**config.mk**
```make
export PLATFORM = sky130hd
export DESIGN_NAME = pi_seq
export DESIGN_NICKNAME = d
export VERILOG_FILES = /design/src/rtl/pi_seq.sv
export SDC_FILE = /design/constraint.sdc
export NUM_CORES = 1
export LEC_CHECK = 0
export CORE_AREA = 2 2 90 92
export DETAILED_ROUTE_END_ITERATION = 12
export DIE_AREA = 0 0 92 94
export PLACE_DENSITY = 0.77
export SLEW_MARGIN = 30
export SYNTH_ARGS = -nofsm -noshare
export SYNTH_HDL_FRONTEND = slang
export SYNTH_SLANG_ARGS = --single-unit
```
**constraint.sdc**
```tcl
create_clock -name clk -period 3.63 [get_ports clk]
set_input_delay 0.9075 -clock clk [delete_from_list [all_inputs] [get_ports clk]]
set_output_delay 0.9075 -clock clk [all_outputs]
set_load 0.01 [all_outputs]
```
**src/rtl/pi_seq.sv**
```systemverilog
// pi_seq: PI controller sequencer driving a shared ALU; optional INTGRL_DECIM_EN decimates integrator writes to every 4th run
module pi_seq (
  input  logic        clk,
  input  logic        rst,
  input  logic        go,
  input  logic [15:0] dst,
  output logic [2:0]  src0sel,
  output logic [2:0]  src1sel,
  output logic        multiply,
  output logic        sub,
  output logic        mult2,
  output logic        mult4,
  output logic        saturate,
  output logic [15:0] accum,
  output logic [15:0] pcomp,
  output logic [11:0] intgrl,
  output logic [11:0] icomp,
  output logic [11:0] lft,
  output logic [11:0] rht,
  output logic        busy,
  output logic        done
);
  typedef enum logic [3:0] {IDLE, INTG, ICMP1, ICMP2, PCMP1, PCMP2, RHTA, RHT, LFTA, LFT} state_t;
  state_t r_state, w_next;
  logic [15:0] r_accum, r_pcomp;
  logic [11:0] r_intgrl, r_icomp, r_lft, r_rht;
  logic        r_done;
  logic        w_intg_wr;
`ifdef INTGRL_DECIM_EN
  logic [1:0] r_cnt;
  // run counter: advances once per accepted go (counted as it leaves INTG), so it reads 3 on every 4th run
  always_ff @(posedge clk or posedge rst)
    if (rst) r_cnt <= 2'd0;
    else if (r_state == INTG) r_cnt <= r_cnt + 2'd1;
  assign w_intg_wr = (r_cnt == 2'd3);
`else
  assign w_intg_wr = 1'b1;
`endif
  // state register
  always_ff @(posedge clk or posedge rst)
    if (rst) r_state <= IDLE;
    else r_state <= w_next;
  // next-state and ALU control decode; every non-idle state lasts one cycle
  always_comb begin
    w_next   = r_state;
    src1sel  = 3'd0;
    src0sel  = 3'd0;
    multiply = 1'b0;
    sub      = 1'b0;
    saturate = 1'b0;
    case (r_state)
      IDLE:  w_next = go ? INTG : IDLE;
      INTG:  begin w_next = ICMP1; src1sel = 3'd3; src0sel = 3'd1; saturate = 1'b1; end
      ICMP1: begin w_next = ICMP2; src1sel = 3'd1; src0sel = 3'd1; multiply = 1'b1; end
      ICMP2: begin w_next = PCMP1; src1sel = 3'd1; src0sel = 3'd1; multiply = 1'b1; end
      PCMP1: begin w_next = PCMP2; src1sel = 3'd2; src0sel = 3'd4; multiply = 1'b1; end
      PCMP2: begin w_next = RHTA;  src1sel = 3'd2; src0sel = 3'd4; multiply = 1'b1; end
      RHTA:  begin w_next = RHT;   src1sel = 3'd4; src0sel = 3'd3; sub = 1'b1; end
      RHT:   begin w_next = LFTA;  src1sel = 3'd0; src0sel = 3'd2; sub = 1'b1; saturate = 1'b1; end
      LFTA:  begin w_next = LFT;   src1sel = 3'd4; src0sel = 3'd3; end
      LFT:   begin w_next = IDLE;  src1sel = 3'd0; src0sel = 3'd2; saturate = 1'b1; end
      default: w_next = IDLE;
    endcase
  end
  // result capture; multiply results are taken only on the second cycle of their two-cycle path
  always_ff @(posedge clk or posedge rst)
    if (rst) begin
      r_accum  <= 16'd0;
      r_pcomp  <= 16'd0;
      r_intgrl <= 12'd0;
      r_icomp  <= 12'd0;
      r_lft    <= 12'd0;
      r_rht    <= 12'd0;
      r_done   <= 1'b0;
    end else begin
      r_done <= (r_state == LFT);
      case (r_state)
        INTG:  if (w_intg_wr) r_intgrl <= dst[11:0];
        ICMP2: r_icomp <= dst[11:0];
        PCMP2: r_pcomp <= dst;
        RHTA:  r_accum <= dst;
        RHT:   r_rht <= dst[11:0];
        LFTA:  r_accum <= dst;
        LFT:   r_lft <= dst[11:0];
        default: ;
      endcase
    end
  assign mult2  = 1'b0;
  assign mult4  = 1'b0;
  assign accum  = r_accum;
  assign pcomp  = r_pcomp;
  assign intgrl = r_intgrl;
  assign icomp  = r_icomp;
  assign lft    = r_lft;
  assign rht    = r_rht;
  assign done   = r_done;
  assign busy   = (r_state != IDLE);
endmodule

```
==> impl_metrics.py <==
metrics = {
    "timing": {
        "rsz0062_at_grt": "no",
        "period_share": 0.860,
        "fin_tns_setup_ps": 0,
        "slew_headroom": 0.619,
        "max_freq_ghz": 0.320,
        "tightest_slew_ps": 570,
        "fin_crit_ps": 3120,
        "setup_viol": 0,
        "fin_worst_skew_ps": 13.2,
        "finalHoldViolations": 0,
        "fin_ws_ps": 508,
        "final_max_slew_viol_count": 0,
        "hold_slack_ps": 510,
    },
    "power_and_ir_drop": {
        "power.density_mw_per_mm2": 1010,
        "leakage_uw": 0.00202,
        "ir_drop_mv": 0.463,
    },
    "floorplan": {
        "start_util": 0.443,
        "pin_count": 112,
        "die_area_mm2": 0.00865,
        "core_area_mm2": 0.00761,
        "chipHeight_um": 94,
        "die_width_um": 92,
        "num_rows": 32,
    },
    "global_route": {
        "grt_pass1_vias": 2127,
        "grt_pass1_wl_um": 11500,
        "antenna_found_initial": 0,
        "grt_overflow_total": 0,
        "grtUsageTotal": 0.177,
        "grt_max_degree": 55,
    },
    "finish": {
        "fin_cells": 436,
        "area_growth_pct": 41.9,
        "mostFrequentLayoutCells": "109 x clkdlybuf4s50_1, 85 x dfrtp_1, 71 x mux2_2",
        "fin_nets": 348,
        "num_antenna_cells": 0,
        "final_common_cell": "clkdlybuf4s50_1",
        "final_util": 0.628,
        "drive_gt1_frac": 0.320,
    },
    "worst_setup_path": {
        "cpPeakStageDelay_ps": 610,
        "worstSetupPathType": "reg2out",
        "cp_slowest_cell": "dfrtp_1",
        "start_kind": "register",
        "cp-end-kind": "output pin",
        "crit_chain": "or3b_4, a21oi_1, a21o_1, clkdlybuf4s50_1",
        "required_ps": 2720,
        "critPathTopFamily": "flip-flops",
        "arrival_ps": 2210,
        "path_buf_inv": 1,
        "cp_max_fo": 15,
    },
    "routing": {
        "wl_um": 7390,
        "via_per_inst": 4.88,
        "drt_iter0_drc": 53,
        "drc": 0,
        "drtPass1Iterations": 4,
        "wl_per_cell_um": 17.0,
        "ant_nets": 0,
        "via_count": 2127,
    },
    "synthesis": {
        "synth_top_area_frac": 0.632,
        "syn_area_mm2": 0.00337,
        "avgSynthCellArea_um2": 15.6,
        "synth.distinct_cells": 27,
        "yosysTopAreaCell": "dfrtp_1",
        "yosysWarnings": 0,
        "yosysSeqAreaShare": 0.632,
        "postSynthCellCount": 216,
        "ys_top_cells_by_area": "dfrtp_1 63%, mux2_2 24%, mux2_4 4.0%",
        "synth-seq-cells": 85,
    },
    "placed_design": {
        "dp_hpwl_um": 5020,
        "placed_cells": 420,
        "portBuffers": 109,
        "place_congestion": 0.722,
        "place_ws_ps": 902,
    },
    "clocking": {
        "postCtsSetupBuffers": 0,
        "cts_root_buf": "clkbuf_8",
        "cts_resized": 0,
        "path_clk_slew_ps": 90,
        "cts_max_level": 3,
        "insertion_delay_ps": 350,
        "holdBufCountCts": 0,
        "cts_made_buffers": 9,
        "cts.sinks": 85,
        "cts_buffer_depth": 2,
        "cts_tree": "yes",
    },
    "status": {
        "status": "completed",
    },
    "worst_hold_path": {
        "min_path_type": "reg2reg",
    },
    "flow_run": {
        "drv_cap": 0,
    },
}
[report_power, final]
group | internal [µW] | switching [µW]
logic | 1500 | 893
clock network | 346 | 340
registers | 1430 | 306
total | 3280 | 1540
[final cells by class]
cell class	count	area [µm²]
repair buffers	114	1140
clock buffers	11	141
clock inverters	5	66.3
multi-input cells	117	1170
fillers	590	2830
well taps	102	128
inverters	2	8.76
flip-flops and latches	85	2130
[through the flow]
stage                     area, µm²  total power [µW]
after global routing           4780              5090
after global placement         4570              4110
after detailed placement       4570              4180
final                          4780              4820
after CTS                      4770              4870
after floorplan                3370              2880
[per-layer routing]
metal	vias up	track usage	routed length, µm
met5	-	0	0
met4	0	0.0709	103
met3	9	0.0457	399
met2	63	0.291	3740
met1	1081	0.224	3140
li1	974	-	-
[synth_stat cells (all sizes together)]
cell / n
a21o: 1
a21oi: 3
and2: 1
buf: 10
clkbuf: 3
conb: 1
dfrtp: 85
inv: 2
mux2: 80
nand2: 3
nand2b: 5
nand3b: 1
nor2: 8
nor3: 5
nor4: 1
o21a: 1
o21ai: 1
o31ai: 1
or2: 1
or3b: 1
xnor2: 1
xor2: 1
[worst reg2reg max path, delay by kind of cell (launching register included)]
family / cells / cell delay, ps
AO/OA/AOI/OAI: 1 / 210
buffers and inverters: 1 / 340
multiplexers: 1 / 380
AND/OR/NAND/NOR: 1 / 470
flip-flops: 1 / 610
[cells by family after synthesis]
kind of cell,after synthesis,synth area share
flops,85,0.632
xor+xnor,2,0.00520
simple gates,26,0.0409
other cells,1,0.00111
compound gates,7,0.0160
mux,80,0.277
buf+inv,15,0.0279
[sequential cells by signal (all words and copies together) (netlist names)]
| name | count |
|---|---|
| r_state | 4 |
| intgrl | 12 |
| accum | 16 |
| pcomp | 16 |
| icomp | 12 |
| done | 1 |
| rht | 12 |
| lft | 12 |
[worst paths after layout]
| check | from | to | slack [ps] | cells past startpoint |
|---|---|---|---|---|
| max | r_state[3]$_DFF_PP0_ | src0sel[0] | 510 | 4 |
| min | icomp[6]$_DFFE_PP0P_ | icomp[6]$_DFFE_PP0P_ | 510 | 1 |
| max reg2reg | r_state[3]$_DFF_PP0_ | accum[8]$_DFFE_PP0N_ | 1520 | 4 |
| min reg2reg | icomp[6]$_DFFE_PP0P_ | icomp[6]$_DFFE_PP0P_ | 510 | 1 |
| max in group asynchronous | rst | icomp[9]$_DFFE_PP0P_ | 2050 | 3 |
| min in group asynchronous | rst | r_state[2]$_DFF_PP0_ | 930 | 2 |
Power figures use the tool's default switching activity.
==> RTL change 1 (config.mk and constraints unchanged) <==
Re-encode `state_t` (10 states) as Gray code, 4 bits wide.
--- a/src/rtl/pi_seq.sv
+++ b/src/rtl/pi_seq.sv
@@ -20,7 +20,7 @@
   output logic        busy,
   output logic        done
 );
-  typedef enum logic [3:0] {IDLE, INTG, ICMP1, ICMP2, PCMP1, PCMP2, RHTA, RHT, LFTA, LFT} state_t;
+  typedef enum logic [3:0] {IDLE = 4'b0000, INTG = 4'b0001, ICMP1 = 4'b0011, ICMP2 = 4'b0010, PCMP1 = 4'b0110, PCMP2 = 4'b0111, RHTA = 4'b0101, RHT = 4'b0100, LFTA = 4'b1100, LFT = 4'b1101} state_t;
   state_t r_state, w_next;
   logic [15:0] r_accum, r_pcomp;
   logic [11:0] r_intgrl, r_icomp, r_lft, r_rht;
Function: same outputs for any inputs over 10 cycles, from zero or initial values and one cycle with rst high; not proved beyond that.
==> RTL change 1 against the unedited design <==
Sequential cell count unchanged; design area increased by 1.9%; area after synthesis increased by 2.2%; routed wire length decreased by 1.0%; worst setup slack improved by 0.032 ns; total power increased by 2.6%; clock power increased by 13%; die area unchanged; critical path type unchanged; largest cell class unchanged.
==> RTL change 1: results (changes against the unedited design) <==
stage,metric,value,unit,change
critical_path,rrSetupSlack,1.60,ns,+0.08 ns
critical_path,worst-r2r-cell-count,3,,-1
drt,wl_met1,3360,um,+7.0%
drt,wl_met3,410,um,+2.8%
yosys,synthAdderAreaFrac,0,%,unchanged
yosys,synth-compound-area-share,0.872,%,-0.73 points
status,outcome,"complete, no violations",,
global_route,grt_usage,17.9,%,+0.19 points
place,placed_area,4630,um^2,+1.3%
power_and_ir_drop,p_leak,2.12,nW,+4.7%
hold_path,worstHoldStart,pcomp[5]$_DFFE_PP0P_,,
sta,hold_ws,0.509,ns,-0.00104 ns
final_layout,drive_above_1_share,32.5,%,+0.49 points
drt,initialDrtViolationCount,59,,+11%
global_route,grt_pass1_vias,2207,,+3.8%
drt,dr_wl_met2,3460,um,-7.6%
critical_path,cp_max_fo,16,,+1
global_route,grt_first_pass_wirelength,11700,um,+1.4%
sta,finalClockSkew,0.00720,ns,-0.00600 ns
place,place_inst,418,,-0.48%
hold_path,min_to,pcomp[5]$_DFFE_PP0P_,,
yosys,synth-xor-area-share,0.509,%,-0.011 points
yosys,muxShareOfSynthArea,29.1,%,+1.3 points
place,dp_hpwl,5110,um,+1.7%
place,place_congestion,0.768,,+6.2%
yosys,ys_types,28,,+3.7%
critical_path,rr_endpoint,lft[2]$_DFFE_PP0P_,,
drt,viasPerCell,4.87,,-0.20%
critical_path,reg2reg_from,r_state[1]$_DFF_PP0_,,
sta,period_share,85.1,%,-0.89 points
sta,relSlewSlack,43.6,%,-18 points
power_and_ir_drop,ir_worst_vdd,0.542,mV,+17%
place,dp_slack,0.907,ns,+0.00546 ns
critical_path,cp.arrival,2.18,ns,-0.03 ns
drt,wl_per_cell,16.9,um,-0.59%
final_layout,nNetsFinal,346,,-0.57%
yosys,synth_common_cells,"dfrtp_1 (85), mux2_2 (64), mux2_4 (18)",,
yosys,yosysSeqAreaShare,61.8,%,-1.4 points
## RTL change 1: worst max-delay path by stage
stage / from / end / cells past startpoint
final: r_state[2]$_DFF_PP0_ / saturate / 4
after CTS: r_state[2]$_DFF_PP0_ / saturate / 4
after global routing: r_state[2]$_DFF_PP0_ / saturate / 4
after floorplan: rst / accum[0]$_DFFE_PP0P_ / 1
after detailed placement: r_state[2]$_DFF_PP0_ / saturate / 4
after global placement: r_state[2]$_DFF_PP0_ / saturate / 4
## RTL change 1: layout make-up
| cell class | count | area, um^2 |
|---|---|---|
| clock buffer | 12 | 165 |
| fill | 609 | 2740 |
| timing repair buffer | 113 | 1140 |
| sequential | 85 | 2130 |
| clock inverter | 4 | 77.6 |
| tap | 102 | 128 |
| multi-input combinational | 115 | 1220 |
| inverter | 3 | 12.5 |
## RTL change 1: cells by family (layout without fill, tap and decap cells)
logic type	after synthesis	after routing
XOR/XNOR	2	2
other	1	2
buffers and inverters	17	132
multiplexers	83	83
AO/OA/AOI/OAI	4	4
flip-flops	85	85
AND/OR/NAND/NOR	24	24
## RTL change 1: worst max-delay path: stages, from the launching register on
cell	delay [ns]
dfrtp_1	0.72
nand2b_1	0.20
mux2_2	0.30
nor2_1	0.08
clkdlybuf4s50_1	0.54
## RTL change 1: metal layers
metal / vias up / global-route usage (%)
met3: 6 / 4.65
met5: - / 0
li1: 972 / -
met2: 75 / 28.2
met4: 0 / 5.97
met1: 1060 / 24.2
## RTL change 1: power by group
| part | leakage (nW) | internal (mW) | switching (mW) |
|---|---|---|---|
| Sequential | 1.01 | 1.43 | 0.329 |
| Clock | 0.123 | 0.448 | 0.326 |
| Combinational | 0.988 | 1.54 | 0.868 |
==> RTL change 2 (same flow settings) <==
Made on the original files. Add a define of `INTGRL_DECIM_EN`.
--- a/src/rtl/pi_seq.sv
+++ b/src/rtl/pi_seq.sv
@@ -1,4 +1,6 @@
 // pi_seq: PI controller sequencer driving a shared ALU; optional INTGRL_DECIM_EN decimates integrator writes to every 4th run
+`define INTGRL_DECIM_EN
+
 module pi_seq (
   input  logic        clk,
   input  logic        rst,
Behaviour: not the same (Yosys sat finds a counterexample within 4 cycles, from zero or initial values and one cycle with rst high).
==> RTL change 2 against the unedited design <==
Area after synthesis grew 3.5%; routed wire length increased by 2.6%; total power increased by 1.1%; worst setup slack improved by 0.096 ns; global-route usage rose by 1.1 points; clock skew shrank 0.0019 ns; sequential cell count rose by 2; design area is 1.8% higher; final cell count rose by 0.46%; core utilization grew 1.1 points; largest cell class unchanged.
==> RTL change 2: results (changes against the unedited design) <==
stage,metric,value,unit,change
status,outcome,"complete, no violations",,
final_layout,clkCellAreaFrac,4.42,%,+0.077 points
yosys,synthAdderAreaFrac,0.359,%,+0.36 points
drt,viasPerCell,4.92,,+0.95%
global_route,grt_use_met1,22.4,%,+0.029 points
yosys,yosysSeqAreaShare,62.5,%,-0.69 points
place,dp_hpwl,5200,um,+3.7%
final_layout,buf_share,23.1,%,-0.73 points
clock_network,cts_sinks,87,,+2.4%
power_and_ir_drop,ir_worst_vdd,0.464,mV,+0.30%
final_layout,sh_seq_area,44.8,%,+0.24 points
final_layout,nNetsFinal,351,,+0.86%
power_and_ir_drop,power_switching,1.54,mW,+0.28%
critical_path,critical_path.endpoint,src1sel[2],,
final_layout,multi_input_cells,119,,+1.7%
critical_path,rr_endpoint,lft[5]$_DFFE_PP0P_,,
critical_path,worstSetupStartpoint,r_state[2]$_DFF_PP0_,,
drt,initialDrtViolationCount,45,,-15%
yosys,synth-compound-area-share,1.01,%,-0.59 points
critical_path,rrSetupSlack,1.62,ns,+0.10 ns
critical_path,critPathMaxStageDelay,0.69,ns,+0.08 ns
hold_path,worstHoldStart,r_cnt[0]$_DFFE_PP0P_,,
sta,relSlewSlack,46.7,%,-15 points
drt,wl_met1,3190,um,+1.3%
critical_path,worst-r2r-cell-count,3,,-1
drt,wl_met3,355,um,-11%
critical_path,cp_max_fo,14,,-1
==> RTL change 2: cell types whose count changed after synthesis, sizes merged, moves of 2 or more <==
cell | unedited run | this run
buf | 10 | 14
clkbuf | 3 | 0
dfrtp | 85 | 87
a21oi | 3 | 1
==> RTL change 2: per-stage QoR <==
stage          total power, mW  cell area (um^2)  hold WS (ns)  std cells  setup slack (ns)
4_1_cts                   4.94              4860         0.489        438             0.591
6_report                  4.87              4860         0.489        438             0.603
3_5_place_dp              4.22              4650         0.471        422             0.982
2_1_floorplan             2.94              3490         0.448        222             0.472
5_1_grt                   5.17              4860         0.519        438             0.465
3_3_place_gp              4.14              4640         0.462        422              1.02
==> RTL change 2: critical path: cells and delay by family (launching register included) <==
kind / cells / cell delay, ns
buffers and inverters: 2 / 0.66
AO/OA/AOI/OAI: 1 / 0.11
AND/OR/NAND/NOR: 1 / 0.31
flip-flops: 1 / 0.69
